File: src/rtl/reg_file_multiport.sv
// Multi-port register file: two read ports, two write ports, optional zero register,
// write-through bypass, optional registered reads and a per-register busy scoreboard.
module reg_file_multiport #(
  parameter int unsigned WIDTH        = 8,
  parameter int unsigned ADDR_W       = 4,
  parameter int unsigned DEPTH        = 16,
  parameter bit          ZERO_REG     = 1'b1,
  parameter bit          BYPASS       = 1'b1,
  parameter bit          READ_REG     = 1'b0,
  parameter int unsigned CPU_OUT_ADDR = 15
) (
  input  logic              clk,
  input  logic              reset,
  input  logic [ADDR_W-1:0] RA1,
  input  logic [ADDR_W-1:0] RA2,
  input  logic [ADDR_W-1:0] WA1,
  input  logic [WIDTH-1:0]  data_in1,
  input  logic              write_enable1,
  input  logic [ADDR_W-1:0] WA2,
  input  logic [WIDTH-1:0]  data_in2,
  input  logic              write_enable2,
  input  logic              claim_en,
  input  logic [ADDR_W-1:0] claim_addr,
  output logic [WIDTH-1:0]  data_out1,
  output logic [WIDTH-1:0]  data_out2,
  output logic              busy1,
  output logic              busy2,
  output logic [WIDTH-1:0]  cpu_out
);

  logic [WIDTH-1:0] mem_q [DEPTH];
  logic [WIDTH-1:0] mem_d [DEPTH];
  logic [DEPTH-1:0] busy_q;
  logic [DEPTH-1:0] busy_d;

  logic             wv1;
  logic             wv2;
  logic             cv;
  logic [WIDTH-1:0] rd1_c;
  logic [WIDTH-1:0] rd2_c;

  // An address is usable when it is in range and is not the hardwired zero register.
  function automatic logic addr_ok(input logic [ADDR_W-1:0] a);
    return (int'(a) < int'(DEPTH)) && !(ZERO_REG && (a == '0));
  endfunction

  assign wv1 = write_enable1 && addr_ok(WA1);
  assign wv2 = write_enable2 && addr_ok(WA2);
  assign cv  = claim_en && addr_ok(claim_addr);

  always_comb begin
    for (int i = 0; i < int'(DEPTH); i++) begin
      mem_d[i]  = mem_q[i];
      busy_d[i] = busy_q[i];
      if (wv1 && (WA1 == ADDR_W'(i))) begin
        mem_d[i]  = data_in1;
        busy_d[i] = 1'b0;
      end
      // Port 2 is applied last so it wins a same-address collision.
      if (wv2 && (WA2 == ADDR_W'(i))) begin
        mem_d[i]  = data_in2;
        busy_d[i] = 1'b0;
      end
      // A new claim overrides the clear from a write retiring the same register.
      if (cv && (claim_addr == ADDR_W'(i))) begin
        busy_d[i] = 1'b1;
      end
    end
  end

  always_ff @(posedge clk) begin
    if (reset) begin
      for (int i = 0; i < int'(DEPTH); i++) begin
        mem_q[i] <= '0;
      end
      busy_q <= '0;
    end else begin
      mem_q  <= mem_d;
      busy_q <= busy_d;
    end
  end

  function automatic logic [WIDTH-1:0] read_val(input logic [ADDR_W-1:0] a);
    logic [WIDTH-1:0] v;
    v = '0;
    if (addr_ok(a)) begin
      for (int i = 0; i < int'(DEPTH); i++) begin
        if (a == ADDR_W'(i)) v = mem_q[i];
      end
      if (BYPASS) begin
        if (wv1 && (WA1 == a)) v = data_in1;
        if (wv2 && (WA2 == a)) v = data_in2;
      end
    end
    return v;
  endfunction

  function automatic logic busy_val(input logic [ADDR_W-1:0] a);
    logic b;
    b = 1'b0;
    if (addr_ok(a)) begin
      for (int i = 0; i < int'(DEPTH); i++) begin
        if (a == ADDR_W'(i)) b = busy_q[i];
      end
    end
    return b;
  endfunction

  always_comb begin
    rd1_c = read_val(RA1);
    rd2_c = read_val(RA2);
    busy1 = busy_val(RA1);
    busy2 = busy_val(RA2);
  end

  generate
    if (READ_REG) begin : g_read_reg
      logic [WIDTH-1:0] dout1_q;
      logic [WIDTH-1:0] dout2_q;
      always_ff @(posedge clk) begin
        if (reset) begin
          dout1_q <= '0;
          dout2_q <= '0;
        end else begin
          dout1_q <= rd1_c;
          dout2_q <= rd2_c;
        end
      end
      assign data_out1 = dout1_q;
      assign data_out2 = dout2_q;
    end else begin : g_read_comb
      assign data_out1 = rd1_c;
      assign data_out2 = rd2_c;
    end

    if (CPU_OUT_ADDR < DEPTH) begin : g_cpu_out
      assign cpu_out = mem_q[CPU_OUT_ADDR];
    end else begin : g_cpu_out_none
      assign cpu_out = '0;
    end
  endgenerate

endmodule

File: config.mk
export PLATFORM = sky130hd
export DESIGN_NAME = reg_file_multiport
export DESIGN_NICKNAME = d
export VERILOG_FILES = /design/src/rtl/reg_file_multiport.sv
export SDC_FILE = /design/constraint.sdc
export NUM_CORES = 1
export LEC_CHECK = 0
export ABC_AREA = 1
export CAP_MARGIN = 15
export CELL_PAD_IN_SITES_DETAIL_PLACEMENT = 1
export CELL_PAD_IN_SITES_GLOBAL_PLACEMENT = 2
export CORE_MARGIN = 2
export CORE_UTILIZATION = 32
export DETAILED_ROUTE_END_ITERATION = 6
export PLACE_DENSITY = 0.93
export SYNTH_ARGS = -nofsm -noshare
export SYNTH_HDL_FRONTEND = slang
export SYNTH_SLANG_ARGS = --single-unit
File: constraint.sdc
create_clock -name clk -period 2.6 [get_ports clk]
set_input_delay 0.65 -clock clk [delete_from_list [all_inputs] [get_ports clk]]
set_output_delay 0.65 -clock clk [all_outputs]
set_load 0.005 [all_outputs]
### Yosys cells after proc, flatten, opt, wreduce, memory -nomap -nowiden

Cells that the tools add are included.

| word-level totals | value |
|---|---|
| flip-flop bits (word level) | 135 |
| output and inout bits | 26 |
| logic and storage cells | 342 |

| operators by class | value |
|---|---|
| reductions and logical operators | 90 |
| muxes and demuxes | 143 |
| equal/unequal tests | 79 |

Operator list:

| operator | count |
|---|---|
| $mux 8 | 66 |
| $eq 4x4->1 const B | 40 |
| $eq 4x3->1 const B | 20 |
| $mux 1 | 77 |
| $logic_and 1x1->1 | 52 |
| $reduce_bool 3->1 | 15 |
| $eq 4x2->1 const B | 10 |
| $reduce_bool 2->1 | 15 |
| $eq 4x1->1 const B | 5 |
| $logic_not 4->1 | 5 |
| $eq 4x4->1 | 4 |
| $logic_not 1->1 | 3 |

### Depth between registers and ports, before layout

Gate-level depths: netlist (run 1).

| logic depth | value |
|---|---|
| depth after elaboration | 19 |
| gate-level depth with buffers | 16 |

### Worst setup path before layout (run 1)

Ideal clock, no wire load.

| timing | value |
|---|---|
| path kind | input to output |
| from | input RA1[0] |
| to | output data_out1[2] |
| slack | 0.075 ns |
| stages | 12 |
| arrival time | 1.875 ns |
| cell sequence | buf_2 inv_2 nand2_2 nor2_1 a21oi_1 nand4_1 nand2_1 nand3_1 nand2_1 nand2_1 nand2_1 a21oi_1 |

| between the ends | value |
|---|---|
| longest elaborated chain between the ends | 19 |

Ends and longest elaborated chain:

| what | RTL line | text |
|---|---|---|
| start, declared | 14 | `input logic [ADDR_W-1:0] RA1,` |
| $eq 4x1->1 | 88 | `if (a == ADDR_W'(i)) v = mem_q[i];` |
| $mux 8 (15 in series) | 88 |  |
| $mux 8 | 91 | `if (wv1 && (WA1 == a)) v = data_in1;` |
| $mux 8 | 92 | `if (wv2 && (WA2 == a)) v = data_in2;` |
| $mux 8 * | 86 | `if (addr_ok(a)) begin` |
| end, declared | 24 | `output logic [WIDTH-1:0] data_out1,` |

Mark *: on every way between the ends. The rest lies on a longest branch, timed or not.

### Worst setup path after layout (run 1)

| timing | value |
|---|---|
| from | input RA1[2] |
| to | output data_out1[4] |

Same word-level chain as after synthesis.

==> metrics.csv, run 1 <==
metric;value;unit
remaining antenna violation count;0;
synth cell count leaders;450 x nand2_1, 201 x inv_1, 135 x dfxtp_1;
CTS tree;yes;
synthesized flop and latch total;135;
post-place setup slack;-1580;ps
Comb power frac;0.218;
1st-iter DRT viols;1700;
largest area contributor in the netlist;dfxtp_1;
initial cell density of the core;0.327;
vias in the first global route;13900;
via density per instance;6.17;
Sw Share;0.334;
core area;27900;µm²
FMAX;310;MHz
crit end category;output port;
via count;13800;
CTS buffer count;17;
failing checks;design-rule violations, negative setup slack;
initial antenna violation count;2;
Worst-path clk slew;70;ps
clock power share;0.422;
Final Skew;0;ps
startpoint types;input port;
worst hold path endpoint;mem_q[27];
Post-synth EDFFs;0;
R2R Path End;mem_q[62];
Tot Pwr;6.07;mW
post-synth top area share;0.296;
cell count after placement;2162;
Avg Inst Size Synth;5.90;µm²
critical path type;input port to output port;
count leader, synth;nand2_1;
setup ws final;-622;ps
R2R Path Start;mem_q[62];
CP Data Required Time;1950;ps
register area share after synthesis;0.296;
worst hold start;mem_q[27];
Placer Congestion;1.07;
WL final;63000;µm
nets;1889;
Pwr Density;444;nW/µm²
post-synth net total;1590;
clock buffer depth;2;
Clock Tree Root;clkbuf_16;
fraction of registers with async set/reset;0;
Post-Syn Area;9130;µm²
outcome;finished, violations left;
Ports;67;
CP Max Fanout;7;
Die Wd;173;µm
Final Max Tran Viols;0;
Worst Path Arrival;2570;ps
Syn. warnings;0;
sw power;2.03;mW
Detailed Routing Iterations Pass 1;7;
Leakage Power;5.95;nW
non-filler cells, final;2242;
worst rel slew slack;0.272;
top cells by area, synth;dfxtp_1 30%, nand2_1 18%, inv_1 8.3%;
setup slack, reg-to-reg;1420;ps
number of port buffers;66;
max_cap viols;0;
Tcrit/Tclk final;1.24;
worst skew pair latency;450;ps
Int Power;4.04;mW
first-pass GRT wire length;86100;µm
R2R depth;2;
routed len/inst;28.1;µm
Hold Vio Cnt, Final;0;
worst hold path class;register to register;
Die Ht;173;µm
GRT overflow;0;
unrepaired setup endpoints after global routing;yes;
Site Rows;61;
Sequential Power Share;0.360;
Critical Path Source;RA1[2];
hold buffers post-CTS;0;
WHS Path Cells;2;
# DRC;16;
Layout area overhead;49.8;%
VDD IR-drop max;0.571;mV
min Tclk post-route;3220;ps
largest net degree at the start of global routing;77;
Die ar.;29900;µm²
Post-Synthesis Cells;1549;
ratio of cells with drive above 1 in the final layout;0.293;
Num Clock Sinks;135;
Final setup viols;26;
GRT Resource Usage Total;0.382;
fin area;13700;µm²
Fill cells;3685;
Synth cell types;35;
top_reg_cell synth;dfxtp_1;
HPWL after detailed placement;39100;µm
worst slew pin tran;1090;ps
CTS H-Tree Depth;4;
placed cell area;11800;µm²
==> logic make-up after synthesis <==
kind of cell              synth area share
and+or+nand+nor                      0.383
AOI/OAI and AO/OA                    0.187
DFF                                  0.296
buffers and inverters                0.125
xor gates and xnor gates           0.00959
==> worst max-delay path by stage <==
stage / to
4_1_cts: busy2
3_5_place_dp: data_out1[7]
5_1_grt: data_out1[4]
3_3_place_gp: data_out1[7]
6_report: data_out1[4]
2_1_floorplan: data_out1[2]
==> layout by cell type (no fill, tap or decap), drive strengths merged, types with 39 or more instances in the layout <==
master,instances
nand2,457
buf,308
inv,218
nor2,151
dfxtp,135
nand3,123
a21oi,111
o21ai,90
nand4,43
a31oi,39
==> power groups by stage <==
stage          clock network (mW)  logic [mW]  registers [mW]
6_report                     2.56        1.32            2.18
5_1_grt                      2.64        1.35            2.18
4_1_cts                      2.53        1.14            2.17
3_5_place_dp                    0        1.04            2.22
3_3_place_gp                    0        1.01            2.22
2_1_floorplan                   0       0.441            2.19
==> repair_timing <==
item | 4_1_cts | 5_1_grt
setup endpoints to repair | 18 | 18
pin swaps | 126 | 118
gates cloned | 1 | 1
buffers inserted | 23 | 20
gates resized for setup | 336 | 90
==> through the flow <==
stage          hold WS [ps]  TNS, ps  utilization
5_1_grt                 506   -10400        0.490
4_1_cts                 472    -6450        0.473
6_report                474    -9540        0.490
3_3_place_gp            455   -27260        0.422
3_5_place_dp            459   -30300        0.422
2_1_floorplan           444        0            -
==> per-layer routing <==
layer  GRT usage  routed length (µm)  up-vias
met1       0.421               21200     6578
li1            -                   -     5682
met3       0.105                8000      475
met2       0.607               27200     1089
met4       0.335                6670        0
met5           0                   0        -
==> critical path, stage by stage <==
cell,delay [ps]
buf_12,130
inv_12,110
nand2_8,100
nor2_4,230
nand2_1,110
nand2_2,110
nor2_2,40
nand4_1,150
nor2_1,100
nand3_1,120
nand2_1,90
nand3_2,90
nand2_1,70
nand2_1,80
nand2_2,70
a21oi_2,160
buf_2,150
==> flip-flops by register name, summed over array words and instances (netlist names) <==
name and count:
mem_q 112, cpu_out 8, busy_q 15
==> layout make-up <==
type | instances | area [µm²] | area share
clock buffers | 19 | 443 | 0.0324
clock inverters | 13 | 145 | 0.0106
repair buffers | 348 | 2920 | 0.213
flip-flops and latches | 135 | 2700 | 0.198
diodes | 3 | 7.51 | 0.000549
inverters | 222 | 907 | 0.0663
multi-input cells | 1124 | 6090 | 0.445
well taps | 378 | 473 | 0.0346
No activity file was read; power rests on OpenSTA's default activity.
==> run 2: changes to the inputs <==
--- a/config.mk
+++ b/config.mk
@@ -9,7 +9,7 @@
 export CAP_MARGIN = 15
 export CELL_PAD_IN_SITES_DETAIL_PLACEMENT = 1
 export CELL_PAD_IN_SITES_GLOBAL_PLACEMENT = 2
-export CORE_MARGIN = 2
+export CORE_MARGIN = 5
 export CORE_UTILIZATION = 32
 export DETAILED_ROUTE_END_ITERATION = 6
 export PLACE_DENSITY = 0.93
==> metrics.csv, run 2 (same netlist as run 1, synthesis figures left out) <==
metric;value;unit;change
first-pass GRT wire length;88500;µm;+2.9%
largest net degree at the start of global routing;77;;unchanged
CP Max Fanout;5;;-2
Comb power frac;0.227;;+0.009
Pwr Density;434;nW/µm²;-2.1%
Largest stage delay, worst path;440;ps;+210 ps
setup slack, reg-to-reg;1190;ps;-230 ps
worst slew pin tran;1060;ps;-29.4 ps
met1 usage;0.413;;-0.00803
Hold Vio Cnt, Final;0;;unchanged
worst hold path class;register to register;;
CP Data Required Time;1950;ps;about the same
GRT overflow;0;;unchanged
via density per instance;6.39;;+3.7%
crit end category;output port;;
Site Rows;61;;unchanged
CTS H-Tree Depth;4;;unchanged
Num Clock Sinks;135;;unchanged
1st-iter DRT viols;2375;;+40%
Post-Route Utilization;0.506;;+0.0164
family with the most delay on the worst path;simple AND/OR/NAND/NOR gates;;
Final setup viols;20;;-23%
Most flops, register;mem_q;;
Leakage Power;6.17;nW;+3.8%
clock buffer depth;2;;unchanged
Die ar.;32000;µm²;+7.1%
Ports;67;;unchanged
initial cell density of the core;0.326;;-0.000891
commonest non-fill, non-tap cell in the layout;nand2_1;;
vias in the first global route;14500;;+4.1%
Clock Tree Root;clkbuf_16;;
outcome;finished, violations left;;
CTS buffer count;17;;unchanged
# DRC;230;;+214
Layout area overhead;55.2;%;
Worst Path Arrival;3000;ps;+430 ps
met3 Use GR;0.121;;+0.0162
Detailed Routing Iterations Pass 1;7;;unchanged
Multi-input gate area;6190;µm²;+1.7%
worst skew pair latency;460;ps;about the same
GRT Resource Usage Total;0.375;;-0.00737
ratio of cells with drive above 1 in the final layout;0.320;;+0.0273
Final Max Tran Viols;0;;unchanged
FF+latch area;2700;µm²;unchanged
Final Skew;0;ps;unchanged
CTS tree;yes;;
VDD IR-drop max;0.405;mV;-29%
hold slack;485;ps;+10.6 ps
startpoint types;input port;;
remaining antenna violation count;0;;unchanged
Largest register FFs;112;;unchanged
Placer Congestion;1.09;;+1.3%
cell breakdown of the critical path;buf_12, buf_8, nor2_4, nand2_4, o21ai_2, nand4_1, nand2_1, nand4_1, nand2_1, nand3_2, nand2_2, nand2_1, clkdlybuf4s15_2;;
FMAX;274;MHz;-12%
Int Power;3.99;mW;-1.5%
Tcrit/Tclk final;1.40;;+0.164
cell count after placement;2198;;+1.7%
met2 Use GR;0.576;;-0.0316
Critical-path top delay cell;nand4_1;;
failing checks;design-rule violations, negative setup slack;;
Worst-path clk slew;60;ps;about the same
Setup TNS;-11820;ps;-2280 ps
nets;1927;;+2.0%
routed len/inst;29.9;µm;+6.3%
Top Usage Layer GRT;met2;;
min Tclk post-route;3650;ps;+426 ps
core area;28000;µm²;+0.27%
initial antenna violation count;9;;+7
HPWL after detailed placement;41000;µm;+5.1%
number of port buffers;66;;unchanged
worst rel slew slack;0.295;;+0.0223
setup ws final;-1050;ps;-426 ps
max_cap viols;0;;unchanged
Die Ht;179;µm;+3.5%
Die Wd;179;µm;+3.5%
via count;14600;;+5.7%
Tot Pwr;6.16;mW;+1.4%
unrepaired setup endpoints after global routing;yes;;
WL final;68300;µm;+8.3%
Buf/Inv on CP;3;;unchanged
most frequent cells in the layout;396 x nand2_1, 264 x buf_4, 189 x inv_1;;
clock power share;0.418;;-0.004
non-filler cells, final;2285;;+1.9%
Sw Share;0.353;;+0.0190
Sequential Power Share;0.355;;-0.005
critical path type;input port to output port;;
cell mode on critical path;nand2_1;;
hold buffers post-CTS;0;;unchanged
sw power;2.17;mW;+7.2%
Fill cells;3647;;-1.0%
-- run 2: timing repair --
item                       in CTS  in global routing
buffers inserted               37                 13
gates cloned                    2                  0
setup endpoints to repair      18                 18
gates resized for setup       351                117
pin swaps                     136                133
-- run 2: metrics by stage --
step	setup slack (ps)	cell area (µm²)
global route	-953	14200
detailed placement	-1720	12100
floorplan	74.6	9130
CTS	-528	13600
finish	-1050	14200
global placement	-1720	12100
-- run 2: final cells by class --
cell class                 count  area share
clock inverter                15      0.0109
inverter                     222      0.0632
multi-input combinational   1124       0.437
sequential                   135       0.191
tap                          378      0.0334
clock buffer                  17      0.0300
timing repair buffer         386       0.234
antenna                        8     0.00141
-- run 2: routing by layer --
layer	routed length [µm]	share of wire
met1	22700	0.33
met2	27600	0.40
met3	9560	0.14
met4	8380	0.12
met5	44	0.00064
-- run 2: worst register-to-register path: stages (launching register included) --
cell and delay, ps:
dfxtp_1 540, nand2_1 120, a21oi_1 590
-- run 2: final timing paths --
check            start            to  cells past startpoint
max             RA2[1]  data_out2[6]                     13
min          mem_q[27]     mem_q[27]                      2
max reg2reg  busy_q[2]     busy_q[2]                      2
min reg2reg  mem_q[27]     mem_q[27]                      2
-- run 2: power by group through the flow --
stage          registers [mW]  clock network, mW  logic (mW)
6_report                 2.19               2.57        1.40
4_1_cts                  2.18               2.50        1.19
3_5_place_dp             2.22                  0        1.06
3_3_place_gp             2.22                  0        1.03
2_1_floorplan            2.19                  0       0.441
5_1_grt                  2.19               2.63        1.42
==> run 3: changes to the inputs <==
--- a/config.mk
+++ b/config.mk
@@ -13,6 +13,7 @@
 export CORE_UTILIZATION = 32
 export DETAILED_ROUTE_END_ITERATION = 6
 export PLACE_DENSITY = 0.93
+export SLEW_MARGIN = 5
 export SYNTH_ARGS = -nofsm -noshare
 export SYNTH_HDL_FRONTEND = slang
 export SYNTH_SLANG_ARGS = --single-unit
==> results of run 3 <==
Final layout, timing and power as in run 2 (identical DEF).
